--- src/rtl/text_terminal_writer.sv ---
// rtl/text_terminal_writer.sv - byte stream to 80x25 character buffer writer with scroll and blink
module text_terminal_writer #(
    parameter int COLS       = 80,
    parameter int ROWS       = 25,
    parameter int BLINK_HALF = 12_500_000
) (
    input  logic        clk,
    input  logic        reset,
    input  logic        i_in_valid,
    input  logic [7:0]  i_in_data,
    output logic        o_in_ready,
    output logic        o_buf_we,
    output logic [10:0] o_buf_addr,
    output logic [7:0]  o_buf_wdata,
    output logic [6:0]  o_cursor_x,
    output logic [4:0]  o_cursor_y,
    output logic [10:0] o_first_char,
    output logic        o_cursor_blink_on
);
    localparam logic [11:0] BUF_SIZE  = 12'(COLS * ROWS);
    localparam logic [10:0] LAST_ADDR = 11'(COLS * ROWS - 1);
    localparam logic [10:0] ROW_STEP  = 11'(COLS);
    localparam logic [6:0]  LAST_COL  = 7'(COLS - 1);
    localparam logic [4:0]  LAST_ROW  = 5'(ROWS - 1);
    localparam int          BW        = (BLINK_HALF > 1) ? $clog2(BLINK_HALF) : 1;
    localparam logic [BW-1:0] BLINK_LAST = BW'(BLINK_HALF - 1);

    typedef enum logic {ST_CLEAR, ST_IDLE} state_t;

    state_t          r_state;
    logic [10:0]     r_line_base;
    logic [10:0]     r_clr_addr;
    logic [11:0]     r_clr_cnt;
    logic [BW-1:0]   r_blink_cnt;
    logic            r_in_ready;
    logic            r_buf_we;
    logic [10:0]     r_buf_addr;
    logic [7:0]      r_buf_wdata;
    logic [6:0]      r_cursor_x;
    logic [4:0]      r_cursor_y;
    logic [10:0]     r_first_char;
    logic            r_blink;

    // Both operands are already below the buffer size, so one conditional subtract suffices.
    function automatic logic [10:0] f_wrap_add(input logic [10:0] a, input logic [10:0] b);
        logic [11:0] s;
        s = {1'b0, a} + {1'b0, b};
        if (s >= BUF_SIZE)
            s = s - BUF_SIZE;
        return s[10:0];
    endfunction

    logic        w_accept;
    logic        w_printable;
    logic        w_newline;
    logic [10:0] w_next_base;
    logic [10:0] w_char_addr;

    assign w_accept    = i_in_valid & r_in_ready & (r_state == ST_IDLE);
    assign w_printable = (i_in_data >= 8'h20) && (i_in_data <= 8'h7E);
    assign w_newline   = (w_printable && (r_cursor_x == LAST_COL)) || (i_in_data == 8'h0A);
    assign w_next_base = f_wrap_add(r_line_base, ROW_STEP);
    assign w_char_addr = f_wrap_add(r_line_base, {4'b0000, r_cursor_x});

    always_ff @(posedge clk) begin
        if (reset) begin
            r_state      <= ST_CLEAR;
            r_clr_addr   <= 11'd0;
            r_clr_cnt    <= BUF_SIZE;
            r_line_base  <= 11'd0;
            r_in_ready   <= 1'b0;
            r_buf_we     <= 1'b0;
            r_buf_addr   <= 11'd0;
            r_buf_wdata  <= 8'h20;
            r_cursor_x   <= 7'd0;
            r_cursor_y   <= 5'd0;
            r_first_char <= 11'd0;
        end else begin
            r_buf_we <= 1'b0;
            if (r_state == ST_CLEAR) begin
                if (r_clr_cnt != 12'd0) begin
                    r_buf_we    <= 1'b1;
                    r_buf_addr  <= r_clr_addr;
                    r_buf_wdata <= 8'h20;
                    r_clr_addr  <= (r_clr_addr == LAST_ADDR) ? 11'd0 : r_clr_addr + 11'd1;
                    r_clr_cnt   <= r_clr_cnt - 12'd1;
                end else begin
                    r_state    <= ST_IDLE;
                    r_in_ready <= 1'b1;
                end
            end else if (w_accept) begin
                if (w_printable) begin
                    r_buf_we    <= 1'b1;
                    r_buf_addr  <= w_char_addr;
                    r_buf_wdata <= i_in_data;
                    if (r_cursor_x != LAST_COL)
                        r_cursor_x <= r_cursor_x + 7'd1;
                end else if (i_in_data == 8'h0D) begin
                    r_cursor_x <= 7'd0;
                end else if (i_in_data == 8'h08) begin
                    if (r_cursor_x != 7'd0)
                        r_cursor_x <= r_cursor_x - 7'd1;
                end else if (i_in_data == 8'h0C) begin
                    r_first_char <= 11'd0;
                    r_line_base  <= 11'd0;
                    r_cursor_x   <= 7'd0;
                    r_cursor_y   <= 5'd0;
                    r_clr_addr   <= 11'd0;
                    r_clr_cnt    <= BUF_SIZE;
                    r_state      <= ST_CLEAR;
                    r_in_ready   <= 1'b0;
                end

                // On the bottom row a newline scrolls by advancing first_char and blanks the new row.
                if (w_newline) begin
                    r_cursor_x  <= 7'd0;
                    r_line_base <= w_next_base;
                    if (r_cursor_y != LAST_ROW) begin
                        r_cursor_y <= r_cursor_y + 5'd1;
                    end else begin
                        r_first_char <= f_wrap_add(r_first_char, ROW_STEP);
                        r_clr_addr   <= w_next_base;
                        r_clr_cnt    <= 12'(COLS);
                        r_state      <= ST_CLEAR;
                        r_in_ready   <= 1'b0;
                    end
                end
            end
        end
    end

    always_ff @(posedge clk) begin
        if (reset) begin
            r_blink_cnt <= '0;
            r_blink     <= 1'b0;
        end else if (r_blink_cnt == BLINK_LAST) begin
            r_blink_cnt <= '0;
            r_blink     <= ~r_blink;
        end else begin
            r_blink_cnt <= r_blink_cnt + 1'b1;
        end
    end

    assign o_in_ready        = r_in_ready;
    assign o_buf_we          = r_buf_we;
    assign o_buf_addr        = r_buf_addr;
    assign o_buf_wdata       = r_buf_wdata;
    assign o_cursor_x        = r_cursor_x;
    assign o_cursor_y        = r_cursor_y;
    assign o_first_char      = r_first_char;
    assign o_cursor_blink_on = r_blink;
endmodule

--- config.mk ---
export PLATFORM = sky130hd
export DESIGN_NAME = text_terminal_writer
export DESIGN_NICKNAME = d
export VERILOG_FILES = /design/src/rtl/text_terminal_writer.sv
export SDC_FILE = /design/constraint.sdc
export NUM_CORES = 1
export LEC_CHECK = 0
export ABC_AREA = 1
export CAP_MARGIN = 40
export CORE_AREA = 2 2 108 110
export CTS_CLUSTER_DIAMETER = 120
export DETAILED_ROUTE_END_ITERATION = 8
export DIE_AREA = 0 0 110 112
export MAX_ROUTING_LAYER = met4
export PLACE_DENSITY = 0.83
export SYNTH_ARGS = -nofsm -noshare
export SYNTH_HDL_FRONTEND = slang
export SYNTH_SLANG_ARGS = --single-unit
--- constraint.sdc ---
create_clock -name clk -period 5.79 [get_ports clk]
set_input_delay 0.579 -clock clk [delete_from_list [all_inputs] [get_ports clk]]
set_output_delay 0.579 -clock clk [all_outputs]
set_load 0.005 [all_outputs]
# [Word level (Yosys, flattened, before mapping)]
# Index checks and enable logic that the tools add are counted.
[op_classes] n_addsub=12 mul=0 div=0 n_lt_le_gt_ge=5 n_eq_ne=17 n_shift=0 muxes=76 bitwise=3 n_reduce_logical=15
[op_table] cell="2-to-1 mux 11 bit" n=28
[op_table] cell="2-to-1 mux 12 bit" n=9
[op_table] cell="2-to-1 mux 7 bit" n=7
[op_table] cell=">= comparator 12 x 11 -> 1 bit (second input constant)" n=3
[op_table] cell="subtractor 11 bit (second input constant)" n=3
[op_table] cell="equality test 8 x 4 -> 1 bit (second input constant)" n=4
[op_table] cell="2-to-1 mux 8 bit" n=4
[op_table] cell="2-to-1 mux 5 bit" n=6
[op_table] cell="adder 11 x 7 -> 12 bit (second input constant)" n=2
[op_table] cell="adder 24 x 1 -> 24 bit (second input constant)" n=1
[op_table] cell="equality test 24 bit (second input constant)" n=1
[op_table] cell="2-to-1 mux 1 bit" n=22
[op_table] cell="adder 11 x 7 -> 12 bit" n=1
[op_table] cell="nonzero test 12 bit" n=1
[op_table] cell="subtractor 12 x 1 -> 12 bit (second input constant)" n=1
[op_table] cell="adder 11 x 1 -> 11 bit (second input constant)" n=1
[op_table] cell="equality test 11 bit (second input constant)" n=1
[op_table] cell=">= comparator 8 x 6 -> 1 bit (second input constant)" n=1
[op_table] cell="<= comparator 8 x 7 -> 1 bit (second input constant)" n=1
[op_table] cell="adder 7 x 1 -> 7 bit (second input constant)" n=1
[op_table] cell="equality test 7 bit (second input constant)" n=1
[op_table] cell="inequality test 7 bit (second input constant)" n=1
[op_table] cell="nonzero test 7 bit" n=1
[op_table] cell="subtractor 7 x 1 -> 7 bit (second input constant)" n=1
[op_table] cell="other kinds (17)" n=26
[totals] reg_bits=104 latch_bits=0 ram_bits=0 romBits=0 inputBits=11 output_inout_bits=45 wordCells=141 memories=0

# [Longest topological paths before layout]
[logic_depth] depth_word=9 mapped_depth=15 ltp_nobuf=15

# [Least setup slack after synthesis]
# Ideal clock, no wire load.
[synth_path] path_kind="flip-flop to flip-flop" start="reg r_cursor_x[4], in the netlist o_cursor_x[4]" end="reg r_buf_addr[5], in the netlist o_buf_addr[5]" setup_time_ps=70 arrival_time_ps=2054 required_ps=5720 slack_ps=3666 stages_incl_launch_ff=13 n_path_buf=0 period_less_slack_ps=2124 path_cell_list="dfxtp_1 -> ha_1 -> xnor2_1 -> inv_1 -> ha_1 -> and3_1 -> a21oi_1 -> nor2_2 -> nand3_2 -> nand2_2 -> o21ai_0 -> nand2_1 -> a21oi_1"
[synth_via] elab_chain_len=6 elab_cells_between_ends=7 cone_classes="add/sub: 2; order compare: 1; mux: 4"
[synth_lines] item="start: declaration" line_no="39" source="logic [6:0] r_cursor_x;"
[synth_lines] item="start signal: assignment" line_no="97" source="r_cursor_x <= r_cursor_x + 7'd1;"
[synth_lines] item="start signal: assignment" line_no="102" source="r_cursor_x <= r_cursor_x - 7'd1;"
[synth_lines] item="adder 11 x 7 -> 12 bit *" line_no="47" source="s = {1'b0, a} + {1'b0, b};"
[synth_lines] item="subtractor 11 bit / >= comparator 12 x 11 -> 1 bit (equally long branches)" line_no="49, 48"
[synth_lines] item="2-to-1 mux 11 bit *" line_no="48" source="if (s >= BUF_SIZE)"
[synth_lines] item="2-to-1 mux 11 bit *" line_no="92" source="if (w_printable) begin"
[synth_lines] item="2-to-1 mux 11 bit *" line_no="91" source="end else if (w_accept) begin"
[synth_lines] item="2-to-1 mux 11 bit *" line_no="80" source="if (r_state == ST_CLEAR) begin"
[synth_lines] item="end signal: assignment" line_no="83" source="r_buf_addr <= r_clr_addr;"
[synth_lines] item="end signal: assignment" line_no="94" source="r_buf_addr <= w_char_addr;"
[synth_lines] item="end: declaration" line_no="37" source="logic [10:0] r_buf_addr;"
# Mark *: on every way between the ends. The rest lies on a longest branch, timed or not. The select of a mux whose other input is x is not followed.
# A chain may end at the register's enable or synchronous reset.

# [Worst setup path in the final report]
# Same ends and word-level chain as after synthesis.

==> impl_metrics.toml <==
[outcome]
status = "completed"

[cts]
clk_latency_ns = 0.35
post_cts_buffers = 0
hold_buffers = 0
clk_pin_slew_ns = 0.07
cts.sinks = 100
numCtsBuffers = 9
cts_buffer_depth = 2
htreeDepth = 3
post_cts_resized = 0
root_buffer = "clkbuf_16"
cts_tree = "yes"

[grt]
grt_max_degree = 45
track_usage_pct = 24.8
grt_pass1_vias = 5381
use_met2_pct = 37.7
grtUsageMet1_pct = 33.1
busiest_layer = "met2"
use_met3_pct = 4.80
grt_pass1_wl_um = 24300
grt_overflow_total = 0
antenna_found_initial = 0

[pwr]
fin_total_pwr_w = 0.00150
ir_worst_vdd_uv = 134
p_leak_nw = 2.88
p_per_area_nw_per_um2 = 209

[synth]
syn_inst = 912
synth-seq-cells = 100
yosysSeqAreaShare_pct = 32.3
yosysWarnings = 0
syn_nets = 941
avgSynthCellArea_um2 = 6.79
synthesis.area_um2 = 6190
synth.distinct_cells = 51

[drt]
detail_route.wirelength_um = 14400
via_count = 6025
wl_per_cell_um = 13.1
first_pass_iters = 5
detail-route-antenna-nets = 0
drtIter0Drc = 425
drc_errors = 0
viasPerCell = 5.45

[timing]
skew_ns = 0.00698
maxSlewViolCount = 0
grt_setup_unrepaired = "false"
min_period_ns = 2.53
setup_viol = 0
hold_viol = 0
fin_ws_ns = 3.26
tns_ns = 0
worst_pin_slew_ns = 0.649
fmax_ghz = 0.395
fin_crit_sh_pct = 43.8
relSlewSlack_pct = 56.5

[critical_path]
startpoint_type = "flip-flop"
r2r_slack_ns = 3.26
r2r_start = "o_cursor_x[4]$_SDFFE_PP0P_"
required_ns = 6.08
r2r_end = "o_buf_addr[5]$_SDFFE_PP0P_"
endpoint_kind = "flip-flop"
path_max_fanout = 8
worstPathArrival_ns = 2.82
ff2ff_path_depth = 12
worstPathCellList = "ha_1 > xnor2_1 > inv_1 > ha_1 > and3_1 > a21oi_1 > nor2_2 > nand3_2 > nand2_2 > o21ai_0 > nand2_1 > a21oi_1"
critPathSlowestCell = "dfxtp_1"
critical_path_class = "reg2reg"
cp_slowest_stage_delay_ns = 0.54

[finish]
fin_cells = 1105
final_common_cell = "nand2_1"
fillers = 988
area_delta_synth_final_pct = 15.7
final_cell_mix = "nand2_1 (201), inv_1 (104), dfxtp_1 (100)"
final_layout_size_suffix_gt1_share_pct = 9.46
diodes = 0
final_util_pct = 64.1
final_nets = 986

[die]
start_util_pct = 55.4
rows = 39
dieArea_um2 = 12300
chipWidth_um = 110
die_h_um = 112
coreArea_um2 = 11200
pin_count = 56

[hold_path]
hold_start = "o_buf_wdata[7]$_SDFFE_PP0P_"
hp-class = "reg2reg"
min_path_cells = 2
holdPathEnd = "o_buf_wdata[7]$_SDFFE_PP0P_"

[flow_run]
maxCapViolations = 0

[place]
place_inst = 1089
pre_cts_slack_ns = 3.12
post-dp-hpwl_um = 10500
placement.io_buffers = 55
place.gp.congestion = 0.933
## worst max-delay path by stage
| stage | start | endpoint | slack, ns | cells past startpoint |
|---|---|---|---|---|
| 2_1_floorplan | o_cursor_x[4]$_SDFFE_PP0P_ | o_buf_addr[5]$_SDFFE_PP0P_ | 3.67 | 12 |
| 3_3_place_gp | i_in_data[6] | r_clr_cnt[9]$_SDFFE_PP1P_ | 3.14 | 11 |
| 3_5_place_dp | i_in_data[2] | o_buf_wdata[4]$_SDFFE_PP0P_ | 3.12 | 11 |
| 4_1_cts | o_cursor_x[4]$_SDFFE_PP0P_ | o_buf_addr[5]$_SDFFE_PP0P_ | 3.29 | 12 |
| 5_1_grt | o_cursor_x[4]$_SDFFE_PP0P_ | o_buf_addr[5]$_SDFFE_PP0P_ | 3.07 | 12 |
| 6_report | o_cursor_x[4]$_SDFFE_PP0P_ | o_buf_addr[5]$_SDFFE_PP0P_ | 3.26 | 12 |
## synth_stat cells (all sizes together)
| library cell | n | area [µm²] |
|---|---|---|
| inv | 117 | 439 |
| nand2 | 219 | 892 |
| clkbuf | 11 | 41.3 |
| o21ai | 50 | 254 |
| nor3 | 26 | 156 |
| and3 | 2 | 13.8 |
| buf | 13 | 92.6 |
| nand3b | 6 | 45.0 |
| nor4 | 3 | 18.8 |
| o21bai | 2 | 15.0 |
| or2 | 2 | 12.5 |
| clkinv | 1 | 3.75 |
| o21a | 5 | 37.5 |
| conb | 1 | 3.75 |
| a211oi | 4 | 35.0 |
| dfxtp | 100 | 2000 |
| nand4 | 26 | 169 |
| ha | 18 | 225 |
| xnor2 | 11 | 96.3 |
| nand3 | 82 | 453 |
| nor2 | 98 | 460 |
| o211ai | 4 | 30.0 |
| a31oi | 7 | 43.8 |
| o2111ai | 1 | 8.76 |
| o22ai | 3 | 25.0 |
| o31ai | 7 | 52.6 |
| and2 | 1 | 6.26 |
| nor3b | 2 | 15.0 |
| xor2 | 15 | 131 |
| a21oi | 75 | 409 |
## power by group
| part | total [W] | internal [W] | switching (W) |
|---|---|---|---|
| clock network | 0.000703 | 0.000437 | 0.000266 |
| logic | 0.0000838 | 0.0000337 | 0.0000501 |
| registers | 0.000712 | 0.000700 | 0.0000123 |
## sequential cells by signal, indices dropped and copies added (netlist names), 5 cells and up
signal / cells
o_cursor_x: 7
r_line_base: 7
o_buf_addr: 11
o_cursor_y: 5
r_clr_cnt: 12
o_buf_wdata: 8
o_first_char: 11
r_clr_addr: 11
r_blink_cnt: 24
## cell type report
| cell class | count | area [µm²] | area share [%] |
|---|---|---|---|
| timing repair buffer | 58 | 576 | 8.04 |
| multi-input combinational | 670 | 3610 | 50.4 |
| clock buffer | 11 | 243 | 3.39 |
| tap | 143 | 179 | 2.50 |
| inverter | 118 | 443 | 6.19 |
| sequential | 100 | 2000 | 28.0 |
| clock inverter | 5 | 108 | 1.50 |
## layer usage
metal,share of wire [%],vias up
li1,-,3095
met1,48,2765
met2,45,144
met3,5.1,21
met4,1.6,0
met5,0,-
## cell families (layout without fill, tap and decap cells)
kind of cell    after synthesis  after routing  share of synthesized area, %
compound gates              158            158                          14.7
xor+xnor                     26             26                          3.68
fa+ha+maj                    18             18                          3.64
buf+inv                     142            192                          9.32
flops                       100            100                          32.3
other cells                   1              1                        0.0606
simple gates                467            467                          36.2
## worst max-delay path, delay by kind of cell (launching register included)
family | cells | cell delay, ns
adders and majority gates | 2 | 0.51
DFF | 1 | 0.54
buffers and inverters | 1 | 0.11
AOI/OAI and AO/OA | 3 | 0.48
xor gates and xnor gates | 1 | 0.30
and+or+nand+nor | 5 | 0.52
## through the flow
step	cell area, µm²	hold WS, ns
floorplan	6190	0.429
global placement	6790	0.433
detailed placement	6810	0.438
CTS	7160	0.448
global route	7160	0.468
finish	7160	0.445
(Power assumes the default switching activity.)
